--- config.mk ---
export PLATFORM = sky130hd
export DESIGN_NAME = dmem_access_unit_flat
export DESIGN_NICKNAME = d
export VERILOG_FILES = /design/src/rtl/dmem_access_unit_pkg.sv /design/src/rtl/dmem_access_unit_if.sv /design/src/rtl/dmem_access_unit_store_lane_gen.sv /design/src/rtl/dmem_access_unit.sv /design/src/flat_wrapper.sv
export SDC_FILE = /design/constraint.sdc
export NUM_CORES = 1
export LEC_CHECK = 0
export CORE_MARGIN = 5
export CORE_UTILIZATION = 30
export DETAILED_ROUTE_END_ITERATION = 10
export GPL_TIMING_DRIVEN = 0
export PLACE_DENSITY = 0.65
export SLEW_MARGIN = 25
export SYNTH_ARGS = -nofsm -noshare
export SYNTH_HDL_FRONTEND = slang
export SYNTH_HIERARCHICAL = 1
export SYNTH_SLANG_ARGS = --single-unit
--- constraint.sdc ---
create_clock -name CPU_CLK -period 7 [get_ports CPU_CLK]
set_input_delay 1.4 -clock CPU_CLK [delete_from_list [all_inputs] [get_ports CPU_CLK]]
set_output_delay 1.4 -clock CPU_CLK [all_outputs]
set_load 0.01 [all_outputs]
--- src/rtl/dmem_access_unit_pkg.sv ---
// Shared load/store encodings and FSM state type for the MEM-stage access unit.
package dmem_access_unit_pkg;

  localparam logic [2:0] NOREGWRITE = 3'd0;
  localparam logic [2:0] LB         = 3'd1;
  localparam logic [2:0] LH         = 3'd2;
  localparam logic [2:0] LW         = 3'd3;
  localparam logic [2:0] LBU        = 3'd4;
  localparam logic [2:0] LHU        = 3'd5;

  localparam logic [1:0] SNONE = 2'd0;
  localparam logic [1:0] SB    = 2'd1;
  localparam logic [1:0] SH    = 2'd2;
  localparam logic [1:0] SW    = 2'd3;

  typedef enum logic [1:0] {
    IDLE = 2'd0,
    BUSY = 2'd1,
    DONE = 2'd2
  } state_t;

endpackage

--- src/rtl/dmem_access_unit_if.sv ---
// Data-memory bus between the access unit (master) and the memory (slave).
interface dmem_access_unit_if #(
  parameter int ADDR_W = 32
) ();
  // Handshake: DMemReq is held high with DMemAddr/DMemWe/DMemWData stable
  // until the memory returns a single-cycle DMemAck; DMemRData is valid only
  // in the DMemAck cycle. Req drops on the edge that samples the ack.
  logic              DMemReq;
  logic [ADDR_W-3:0] DMemAddr;
  logic [3:0]        DMemWe;
  logic [31:0]       DMemWData;
  logic              DMemAck;
  logic [31:0]       DMemRData;

  modport master (
    output DMemReq, DMemAddr, DMemWe, DMemWData,
    input  DMemAck, DMemRData
  );

  modport slave (
    input  DMemReq, DMemAddr, DMemWe, DMemWData,
    output DMemAck, DMemRData
  );
endinterface

--- src/rtl/dmem_access_unit_store_lane_gen.sv ---
// Byte-enable / lane replication for stores and alignment check for the M instruction.
module dmem_access_unit_store_lane_gen
  import dmem_access_unit_pkg::*;
(
  input  logic        mem_read,
  input  logic [2:0]  load_type,
  input  logic [1:0]  store_type,
  input  logic [1:0]  addr_lo,
  input  logic [31:0] store_data,
  output logic [3:0]  we,
  output logic [31:0] wdata,
  output logic        misalign
);

  logic is_store;
  logic is_load;

  // A store outranks a simultaneous load, so the load's alignment is moot.
  assign is_store = (store_type != SNONE);
  assign is_load  = mem_read && !is_store;

  always_comb begin
    we       = 4'b0000;
    wdata    = 32'h0;
    misalign = 1'b0;
    if (is_store) begin
      case (store_type)
        SB: begin
          we    = 4'b0001 << addr_lo;
          wdata = {4{store_data[7:0]}};
        end
        SH: begin
          misalign = addr_lo[0];
          we       = 4'b0011 << addr_lo;
          wdata    = {2{store_data[15:0]}};
        end
        SW: begin
          misalign = (addr_lo != 2'b00);
          we       = 4'b1111;
          wdata    = store_data;
        end
        default: ;
      endcase
    end else if (is_load) begin
      case (load_type)
        LH, LHU: misalign = addr_lo[0];
        LW:      misalign = (addr_lo != 2'b00);
        default: ;
      endcase
    end
  end

endmodule

--- src/rtl/dmem_access_unit.sv ---
// MEM-stage load/store sequencer: issues req/ack accesses, stalls the pipe,
// and registers the raw load word plus its offset/type into the W stage.
module dmem_access_unit
  import dmem_access_unit_pkg::*;
#(
  parameter int ADDR_W         = 32,
  parameter int TIMEOUT_CYCLES = 255
) (
  input  logic              CPU_CLK,
  input  logic              CPU_RSTn,
  input  logic              MemReadM,
  input  logic [2:0]        LoadTypeM,
  input  logic [1:0]        StoreTypeM,
  input  logic [ADDR_W-1:0] AddrM,
  input  logic [31:0]       StoreDataM,
  dmem_access_unit_if.master dmem,
  output logic              StallMem,
  output logic              MisalignM,
  output logic              BusErr,
  output logic [31:0]       LoadDataW,
  output logic [1:0]        LoadedBytesSelectW,
  output logic [2:0]        LoadTypeW,
  output logic              LoadValidW,
  output state_t            dbg_state
);

  localparam int CNT_W = (TIMEOUT_CYCLES > 0) ? $clog2(TIMEOUT_CYCLES + 1) : 1;
  localparam bit TO_EN = (TIMEOUT_CYCLES != 0);
  localparam logic [CNT_W-1:0] TO_LAST =
    CNT_W'((TIMEOUT_CYCLES > 0) ? TIMEOUT_CYCLES - 1 : 0);

  state_t            state;
  logic              req_q;
  logic [ADDR_W-3:0] addr_q;
  logic [3:0]        we_q;
  logic [31:0]       wdata_q;
  logic [1:0]        bsel_q;
  logic [2:0]        ltype_q;
  logic              ld_flag_q;
  logic              timed_out_q;
  logic [31:0]       rdata_q;
  logic [CNT_W-1:0]  cnt_q;

  logic [3:0]  lane_we;
  logic [31:0] lane_wdata;
  logic        lane_misalign;
  logic        access;
  logic        is_load;
  logic        go;

  dmem_access_unit_store_lane_gen u_lane (
    .mem_read   (MemReadM),
    .load_type  (LoadTypeM),
    .store_type (StoreTypeM),
    .addr_lo    (AddrM[1:0]),
    .store_data (StoreDataM),
    .we         (lane_we),
    .wdata      (lane_wdata),
    .misalign   (lane_misalign)
  );

  assign access    = MemReadM || (StoreTypeM != SNONE);
  assign is_load   = MemReadM && (StoreTypeM == SNONE);
  assign MisalignM = access && lane_misalign;
  // Reset gating keeps the stall low while CPU_RSTn is held, even with an access pending.
  assign go        = CPU_RSTn && (state == IDLE) && access && !lane_misalign;
  assign StallMem  = go || (state == BUSY);

  assign dmem.DMemReq   = req_q;
  assign dmem.DMemAddr  = addr_q;
  assign dmem.DMemWe    = we_q;
  assign dmem.DMemWData = wdata_q;
  assign dbg_state      = state;

  always_ff @(posedge CPU_CLK or negedge CPU_RSTn) begin
    if (!CPU_RSTn) begin
      state              <= IDLE;
      req_q              <= 1'b0;
      addr_q             <= '0;
      we_q               <= 4'b0000;
      wdata_q            <= 32'h0;
      bsel_q             <= 2'b00;
      ltype_q            <= NOREGWRITE;
      ld_flag_q          <= 1'b0;
      timed_out_q        <= 1'b0;
      rdata_q            <= 32'h0;
      cnt_q              <= '0;
      BusErr             <= 1'b0;
      LoadDataW          <= 32'h0;
      LoadedBytesSelectW <= 2'b00;
      LoadTypeW          <= NOREGWRITE;
      LoadValidW         <= 1'b0;
    end else begin
      BusErr     <= 1'b0;
      LoadValidW <= 1'b0;
      case (state)
        IDLE: begin
          if (go) begin
            state       <= BUSY;
            req_q       <= 1'b1;
            addr_q      <= AddrM[ADDR_W-1:2];
            we_q        <= lane_we;
            wdata_q     <= lane_wdata;
            bsel_q      <= AddrM[1:0];
            ltype_q     <= LoadTypeM;
            ld_flag_q   <= is_load;
            timed_out_q <= 1'b0;
            cnt_q       <= '0;
          end
        end
        BUSY: begin
          // An ack in the final allowed cycle beats the timeout.
          if (dmem.DMemAck) begin
            state <= DONE;
            req_q <= 1'b0;
            we_q  <= 4'b0000;
            if (ld_flag_q) rdata_q <= dmem.DMemRData;
          end else if (TO_EN && (cnt_q == TO_LAST)) begin
            state       <= DONE;
            req_q       <= 1'b0;
            we_q        <= 4'b0000;
            BusErr      <= 1'b1;
            timed_out_q <= 1'b1;
          end else begin
            cnt_q <= cnt_q + CNT_W'(1);
          end
        end
        DONE: begin
          state <= IDLE;
          if (ld_flag_q && !timed_out_q) begin
            LoadValidW         <= 1'b1;
            LoadDataW          <= rdata_q;
            LoadedBytesSelectW <= bsel_q;
            LoadTypeW          <= ltype_q;
          end
        end
        default: state <= IDLE;
      endcase
    end
  end

endmodule

--- src/flat_wrapper.sv ---
// flat-port wrapper written by rule: the top's interface ports become plain ports
module dmem_access_unit_flat import dmem_access_unit_pkg::*;
#(
  parameter int ADDR_W         = 32,
  parameter int TIMEOUT_CYCLES = 255
)
  (CPU_CLK, CPU_RSTn, MemReadM, LoadTypeM, StoreTypeM, AddrM, StoreDataM, StallMem, MisalignM, BusErr, LoadDataW, LoadedBytesSelectW, LoadTypeW, LoadValidW, dbg_state, dmem_DMemReq, dmem_DMemAddr, dmem_DMemWe, dmem_DMemWData, dmem_DMemAck, dmem_DMemRData);
  dmem_access_unit_if #(.ADDR_W(ADDR_W)) dmem_i ();
  input  logic CPU_CLK;
  input  logic CPU_RSTn;
  input  logic MemReadM;
  input  logic [2:0] LoadTypeM;
  input  logic [1:0] StoreTypeM;
  input  logic [ADDR_W-1:0] AddrM;
  input  logic [31:0] StoreDataM;
  output logic StallMem;
  output logic MisalignM;
  output logic BusErr;
  output logic [31:0] LoadDataW;
  output logic [1:0] LoadedBytesSelectW;
  output logic [2:0] LoadTypeW;
  output logic LoadValidW;
  output state_t dbg_state;
  output wire logic [$bits(dmem_i.DMemReq)-1:0] dmem_DMemReq;
  output wire logic [$bits(dmem_i.DMemAddr)-1:0] dmem_DMemAddr;
  output wire logic [$bits(dmem_i.DMemWe)-1:0] dmem_DMemWe;
  output wire logic [$bits(dmem_i.DMemWData)-1:0] dmem_DMemWData;
  input wire logic [$bits(dmem_i.DMemAck)-1:0] dmem_DMemAck;
  input wire logic [$bits(dmem_i.DMemRData)-1:0] dmem_DMemRData;
  assign dmem_DMemReq = dmem_i.DMemReq;
  assign dmem_DMemAddr = dmem_i.DMemAddr;
  assign dmem_DMemWe = dmem_i.DMemWe;
  assign dmem_DMemWData = dmem_i.DMemWData;
  assign dmem_i.DMemAck = dmem_DMemAck;
  assign dmem_i.DMemRData = dmem_DMemRData;
  dmem_access_unit #(.ADDR_W(ADDR_W), .TIMEOUT_CYCLES(TIMEOUT_CYCLES)) u_core (.CPU_CLK(CPU_CLK), .CPU_RSTn(CPU_RSTn), .MemReadM(MemReadM), .LoadTypeM(LoadTypeM), .StoreTypeM(StoreTypeM), .AddrM(AddrM), .StoreDataM(StoreDataM), .dmem(dmem_i), .StallMem(StallMem), .MisalignM(MisalignM), .BusErr(BusErr), .LoadDataW(LoadDataW), .LoadedBytesSelectW(LoadedBytesSelectW), .LoadTypeW(LoadTypeW), .LoadValidW(LoadValidW), .dbg_state(dbg_state));
endmodule
Word-level counts from Yosys, hierarchy flattened
Cells that the tools add are included.
{ "op_classes": {"addsub": 1, "eq_ne": 14, "n_shift": 2, "mux": 33, "n_reduce_logical": 25} }
{ "ops": {"columns": ["op", "n"], "rows": [
  ["case mux 32 bit (3 select lines)", 1],
  ["2-to-1 mux 32 bit", 1],
  ["2-to-1 mux 8 bit", 3],
  ["2-to-1 mux 4 bit", 4],
  ["case mux 8 bit (2 select lines)", 1],
  ["2-to-1 mux 1 bit", 13],
  ["case mux 4 bit (3 select lines)", 1],
  ["adder 8 x 1 -> 8 bit, second input constant", 1],
  ["equality test 8 bit, second input constant", 1],
  ["case mux 1 bit (2 select lines)", 4],
  ["case mux 4 bit (2 select lines)", 1],
  ["AND reduction 4 bit", 2],
  ["logical AND 1 bit", 7],
  ["equality test 2 bit, second input constant", 3],
  ["equality test 3 x 2 -> 1 bit, second input constant", 2],
  ["2-to-1 mux 2 bit", 3],
  ["!= test 2 bit, second input constant", 3],
  ["AND reduction 2 bit", 3],
  ["AND reduction 3 bit", 2],
  ["nonzero test 2 bit", 3],
  ["equality test 2 x 1 -> 1 bit, second input constant", 2],
  ["zero test 2 bit", 2],
  ["case mux 2 bit (2 select lines)", 1],
  ["<< shifter 1 x 2 -> 4 bit, first input constant", 1],
  ["other kinds (7)", 10]
]} }
{ "totals": {"ff_bits": 155, "inputBits": 105, "wordCells": 91} }

Depth between registers and ports, before layout
{ "logic_depth": {"ltp_word": 9, "mapped_depth": 11, "depth_no_buf": 8} }

Hierarchy
Netlist, hierarchy kept.
{ "by_module_without_submodules": {"columns": ["mod", "n_inst", "cells_each", "area_each_um2", "seq_area_each_um2"], "rows": [
  ["dmem_access_unit", 1, 514, 6093.3, 3878.7],
  ["dmem_access_unit_store_lane_gen", 1, 100, 732.0, 0.0]
]} }

Worst setup path before layout
Ideal clock, no wire load.
{ "synth_timing": {"kind": "input port to output port", "startpoint": "input port StoreTypeM[0]", "endpoint": "output port StallMem", "arrival_ns": 3.022, "required_ns": 5.600, "slack_ns": 2.578, "path_stages": 10, "path_buffers": 3, "cell_sequence": "inv_1 > ha_1 > buf_2 > a21oi_1 > o32ai_1 > nor4b_4 > o21ai_2 > buf_2 > buf_2 > nand2_1"} }
{ "synth_via": {"elab_chain_cells": 8, "word_cells_on_any_way": 13, "cone_classes": "2 x eq/ne; 3 x mux; 8 x reduce/logical"} }
{ "synth_lines": {"columns": ["element", "line", "rtl"], "rows": [
  ["start: declaration", "flat_wrapper.sv:13", "input logic [1:0] StoreTypeM;"],
  ["nonzero test 2 bit", "dmem_access_unit_store_lane_gen.sv:19", "assign is_store = (store_type != SNONE);"],
  ["zero test 1 bit", "dmem_access_unit_store_lane_gen.sv:20", "assign is_load = mem_read && !is_store;"],
  ["logical AND 1 bit", "dmem_access_unit_store_lane_gen.sv:20", null],
  ["2-to-1 mux 1 bit", "dmem_access_unit_store_lane_gen.sv:44", "end else if (is_load) begin"],
  ["2-to-1 mux 1 bit (*)", "dmem_access_unit_store_lane_gen.sv:26", "if (is_store) begin"],
  ["net u_core.lane_misalign", "dmem_access_unit.sv:46", "logic lane_misalign;"],
  ["zero test 1 bit (*)", "dmem_access_unit.sv:66", "assign go = CPU_RSTn && (state == IDLE) && access && !lane_misalign;"],
  ["logical AND 1 bit (*)", "dmem_access_unit.sv:66", null],
  ["logical OR 1 bit (*)", "dmem_access_unit.sv:67", "assign StallMem = go || (state == BUSY);"],
  ["end: declaration", "flat_wrapper.sv:16", "output logic StallMem;"]
]} }
The timed path passes the listed nets; every way through them passes the cells marked *.

Final worst setup path
{ "layout_timing": {"startpoint": "input port StoreTypeM[1]", "endpoint": "output port StallMem"} }
The elaborated chain is that of the path after synthesis.

==> impl_metrics.csv <==
group,metric,value,unit
timing,rsz0062_at_grt,"false",
cells_and_area,final_common_cell,"clkdlybuf4s50_1",
floorplan,die_h,161,um
setup_path,worstPathArrival,4.65,ns
placement,port_buffers,214,
timing,relSlewSlack,62.3,%
clock_network,cts_setup_buffers,0,
timing,finalCritPeriodShare,86.4,%
cells_and_area,fin_area,9940,um2
clock_network,cts_hold_buf,0,
logic_synthesis,synth_area,6830,um2
grt,grt_pass1_vias,5327,
logic_synthesis,synth_edf_count,0,
timing,slew_viol_final,0,
placement,place_congestion,0.787,
logic_synthesis,synth-main-ff-cell,"dfrtp_1",
timing,finalSetupViolations,0,
power_and_ir_drop,ir_worst_vdd,142,uV
placement,placed_area,9380,um2
power_and_ir_drop,p_sw_share,31.0,%
grt,grt_pass1_wl,30300,um
logic_synthesis,synth_adder_area_share,1.65,%
timing,layout_setup_ws,0.955,ns
grt,grt_max_degree,57,
floorplan,ioPinCount,215,
floorplan,rows,55,
setup_path,cp.required,5.60,ns
logic_synthesis,synth.top_cell.area_share,56.8,%
power_and_ir_drop,pwr-share-clk,24.9,%
placement,dpl.hpwl,14000,um
logic_synthesis,synth-simple-area-share,17.5,%
clock_network,cts_max_level,4,
cells_and_area,post-route-util,44.2,%
cells_and_area,multi_input_area,2600,um2
timing,fmax,165,MHz
clock_network,clk_path_buf_depth,2,
routing,wl_per_cell,16.4,um
routing,dr.pass1.iters,4,
setup_path,critPathMostFrequentCell,"buf_2",
clock_network,clock_latency,0.42,ns
logic_synthesis,ys_types,48,
logic_synthesis,synth_fp_nets,728,
cells_and_area,fill_cells,2117,
power_and_ir_drop,p_int,2.42,mW
floorplan,start_util,30.3,%
logic_synthesis,synth_compound_area_share,7.44,%
floorplan,fp.dieW,161,um
floorplan,dieArea,25900,um2
logic_synthesis,synth_mux_area_share,11.4,%
cells_and_area,ff_latch_area,3880,um2
clock_network,cts_root_buf,"clkbuf_16",
clock_network,cts.sinks,155,
clock_network,cts_made_buffers,17,
cells_and_area,area_delta_synth_final,45.7,%
cells_and_area,num_antenna_cells,0,
logic_synthesis,yosysWarnings,6,
placement,dp_slack,0.936,ns
power_and_ir_drop,power_density,353,nW/um2
clock_network,cts_tree,"built",
setup_path,cpPeakStageDelay,0.60,ns
logic_synthesis,yosys.area_share.xor_xnor,0.128,%
routing,num_vias,5168,
timing,worst_pin_slew,0.564,ns
routing,viasPerCell,4.51,
logic_synthesis,synthCells,614,
routing,detail-route-antenna-nets,0,
cells_and_area,layout-drive-gt1-share,18.9,%
placement,dp.cells,1115,
worst_hold_path,hold_class,"flip-flop to flip-flop",
logic_synthesis,synth_top_family_by_area,"simple AND/OR/NAND/NOR gates",
power_and_ir_drop,leakage,4.55,nW
logic_synthesis,ys_seq_elements,155,
floorplan,core,22500,um2
cells_and_area,layout_common_cells,"213 x clkdlybuf4s50_1, 207 x nand2_1, 155 x dfrtp_1",
clock_network,cts_resized,0,
logic_synthesis,postSynth.asyncResetShare,100,%
power_and_ir_drop,p_comb_share,34.8,%
cells_and_area,finalNetCount,963,
setup_path,end_kind,"output pin",
setup_path,worstSetupPathType,"input pin to output pin",
cells_and_area,final_cell_count_no_fill,1147,
logic_synthesis,yosysTopAreaCell,"dfrtp_1",
routing,drc_errors,0,
setup_path,r2r_slack,5.28,ns
clock_network,clkTransAtPathRegs,0.06,ns
timing,setup-tns-final,0,ns
grt,grt_usage,14.8,%
setup_path,start_kind,"input pin",
logic_synthesis,yosysSeqAreaShare,56.8,%
timing,fin_crit,6.05,ns
flow_run,cap_viol_max_count,0,
setup_path,crit_chain,"clkdlybuf4s50_1 > buf_2 > inv_1 > ha_1 > o32ai_1 > nor4b_4 > o21ai_2 > buf_2 > buf_2 > nand2_1 > clkdlybuf4s50_1",
routing,drt_iter0_drc,249,
grt,antenna_found_initial,0,
setup_path,crit_fanout,10,
grt,grt_overflow,0,
timing,skew,0.00900,ns
setup_path,cpMaxStageDelayCell,"clkdlybuf4s50_1",
run_status,outcome,"finished clean",
logic_synthesis,synth_area_leaders,"dfrtp_1 57%, nand2_1 11%, mux2_2 11%, buf_6 2.1%, ha_1 1.6%",
routing,wirelength,18800,um
power_and_ir_drop,power.switching,1.09,mW
power_and_ir_drop,power_frac_seq,40.3,%
timing,hold_violations,0,
logic_synthesis,syn-mean-instance-area,11.1,um2
-- area by class of cell --
cell class / count / share of cell area [%]
flip-flops and latches: 155 / 39.0
multi-input cells: 416 / 26.2
repair buffers: 216 / 22.1
clock buffers: 17 / 4.28
well taps: 285 / 3.59
plain buffers: 34 / 3.12
clock inverters: 15 / 1.33
inverters: 9 / 0.340
-- power by group through the flow --
stage / clock network, mW / registers, mW / logic, mW
finish: 0.872 / 1.41 / 1.22
global route: 0.946 / 1.46 / 1.33
CTS: 0.906 / 1.42 / 1.25
detailed placement: 0 / 1.43 / 1.24
global placement: 0 / 1.42 / 1.22
floorplan: 0 / 1.51 / 0.444
-- cells in the mapped netlist (9+ instances only) --
| library cell | number |
|---|---|
| nand2_1 | 207 |
| dfrtp_1 | 155 |
| mux2_2 | 67 |
| nor2_1 | 22 |
| buf_6 | 13 |
| nor2_2 | 11 |
| a21oi_1 | 9 |
| ha_1 | 9 |
| inv_1 | 9 |
| o21ai_0 | 9 |
-- flip-flops by register name, indices dropped and copies added (netlist names) --
register	flops
u_core/LoadDataW	32
u_core/dmem.DMemWData	32
u_core/rdata_q	32
u_core/dmem.DMemAddr	30
u_core/cnt_q	8
u_core/dmem.DMemWe	4
u_core/LoadTypeW	3
u_core/ltype_q	3
u_core/LoadedBytesSelectW	2
u_core/bsel_q	2
u_core/dbg_state	2
u_core/BusErr	1
u_core/LoadValidW	1
u_core/dmem.DMemReq	1
u_core/ld_flag_q	1
u_core/timed_out_q	1
-- logic make-up (layout without fill, tap and decap cells) --
| kind of cell | Yosys count | in the layout |
|---|---|---|
| muxes | 69 | 69 |
| and+or+nand+nor | 277 | 277 |
| AOI/OAI and AO/OA | 60 | 60 |
| xor gates and xnor gates | 1 | 1 |
| DFF | 155 | 155 |
| adders and majority gates | 9 | 9 |
| buffers and inverters | 43 | 291 |
-- per-stage QoR --
| stage | hold slack, ns | power [mW] |
|---|---|---|
| floorplan | 0.440 | 1.96 |
| global placement | 0.456 | 2.64 |
| detailed placement | 0.459 | 2.67 |
| CTS | 0.477 | 3.57 |
| global route | 0.491 | 3.73 |
| finish | 0.470 | 3.50 |
-- path summary, 6_finish.rpt --
| kind | start | end | cells past startpoint |
|---|---|---|---|
| max reg2reg | u_core/dbg_state[0] | u_core/dmem.DMemWData[27] | 6 |
| min in group asynchronous | CPU_RSTn | u_core/dmem.DMemWData[6] | 1 |
| min | u_core/ltype_q[1] | u_core/ltype_q[1] | 2 |
| max in group asynchronous | CPU_RSTn | u_core/BusErr | 3 |
| max | StoreTypeM[1] | StallMem | 11 |
| min reg2reg | u_core/ltype_q[1] | u_core/ltype_q[1] | 2 |
-- metal layers --
layer | wire [um] | share of wire [%] | vias up | GRT usage [%]
met2 | 8590 | 46 | 155 | 23.0
met3 | 935 | 5.0 | 22 | 3.54
met1 | 8830 | 47 | 2462 | 20.3
met4 | 408 | 2.2 | 0 | 5.31
li1 | - | - | 2529 | -
met5 | 0 | 0 | - | 0
-- worst max-delay path, delay by kind of cell --
| family | cells | cell delay, ns |
|---|---|---|
| fa+ha+maj | 1 | 0.23 |
| compound gates | 2 | 0.75 |
| buf+inv | 6 | 2.07 |
| simple gates | 2 | 0.19 |
Note: power is estimated with default switching activity, not from simulation.
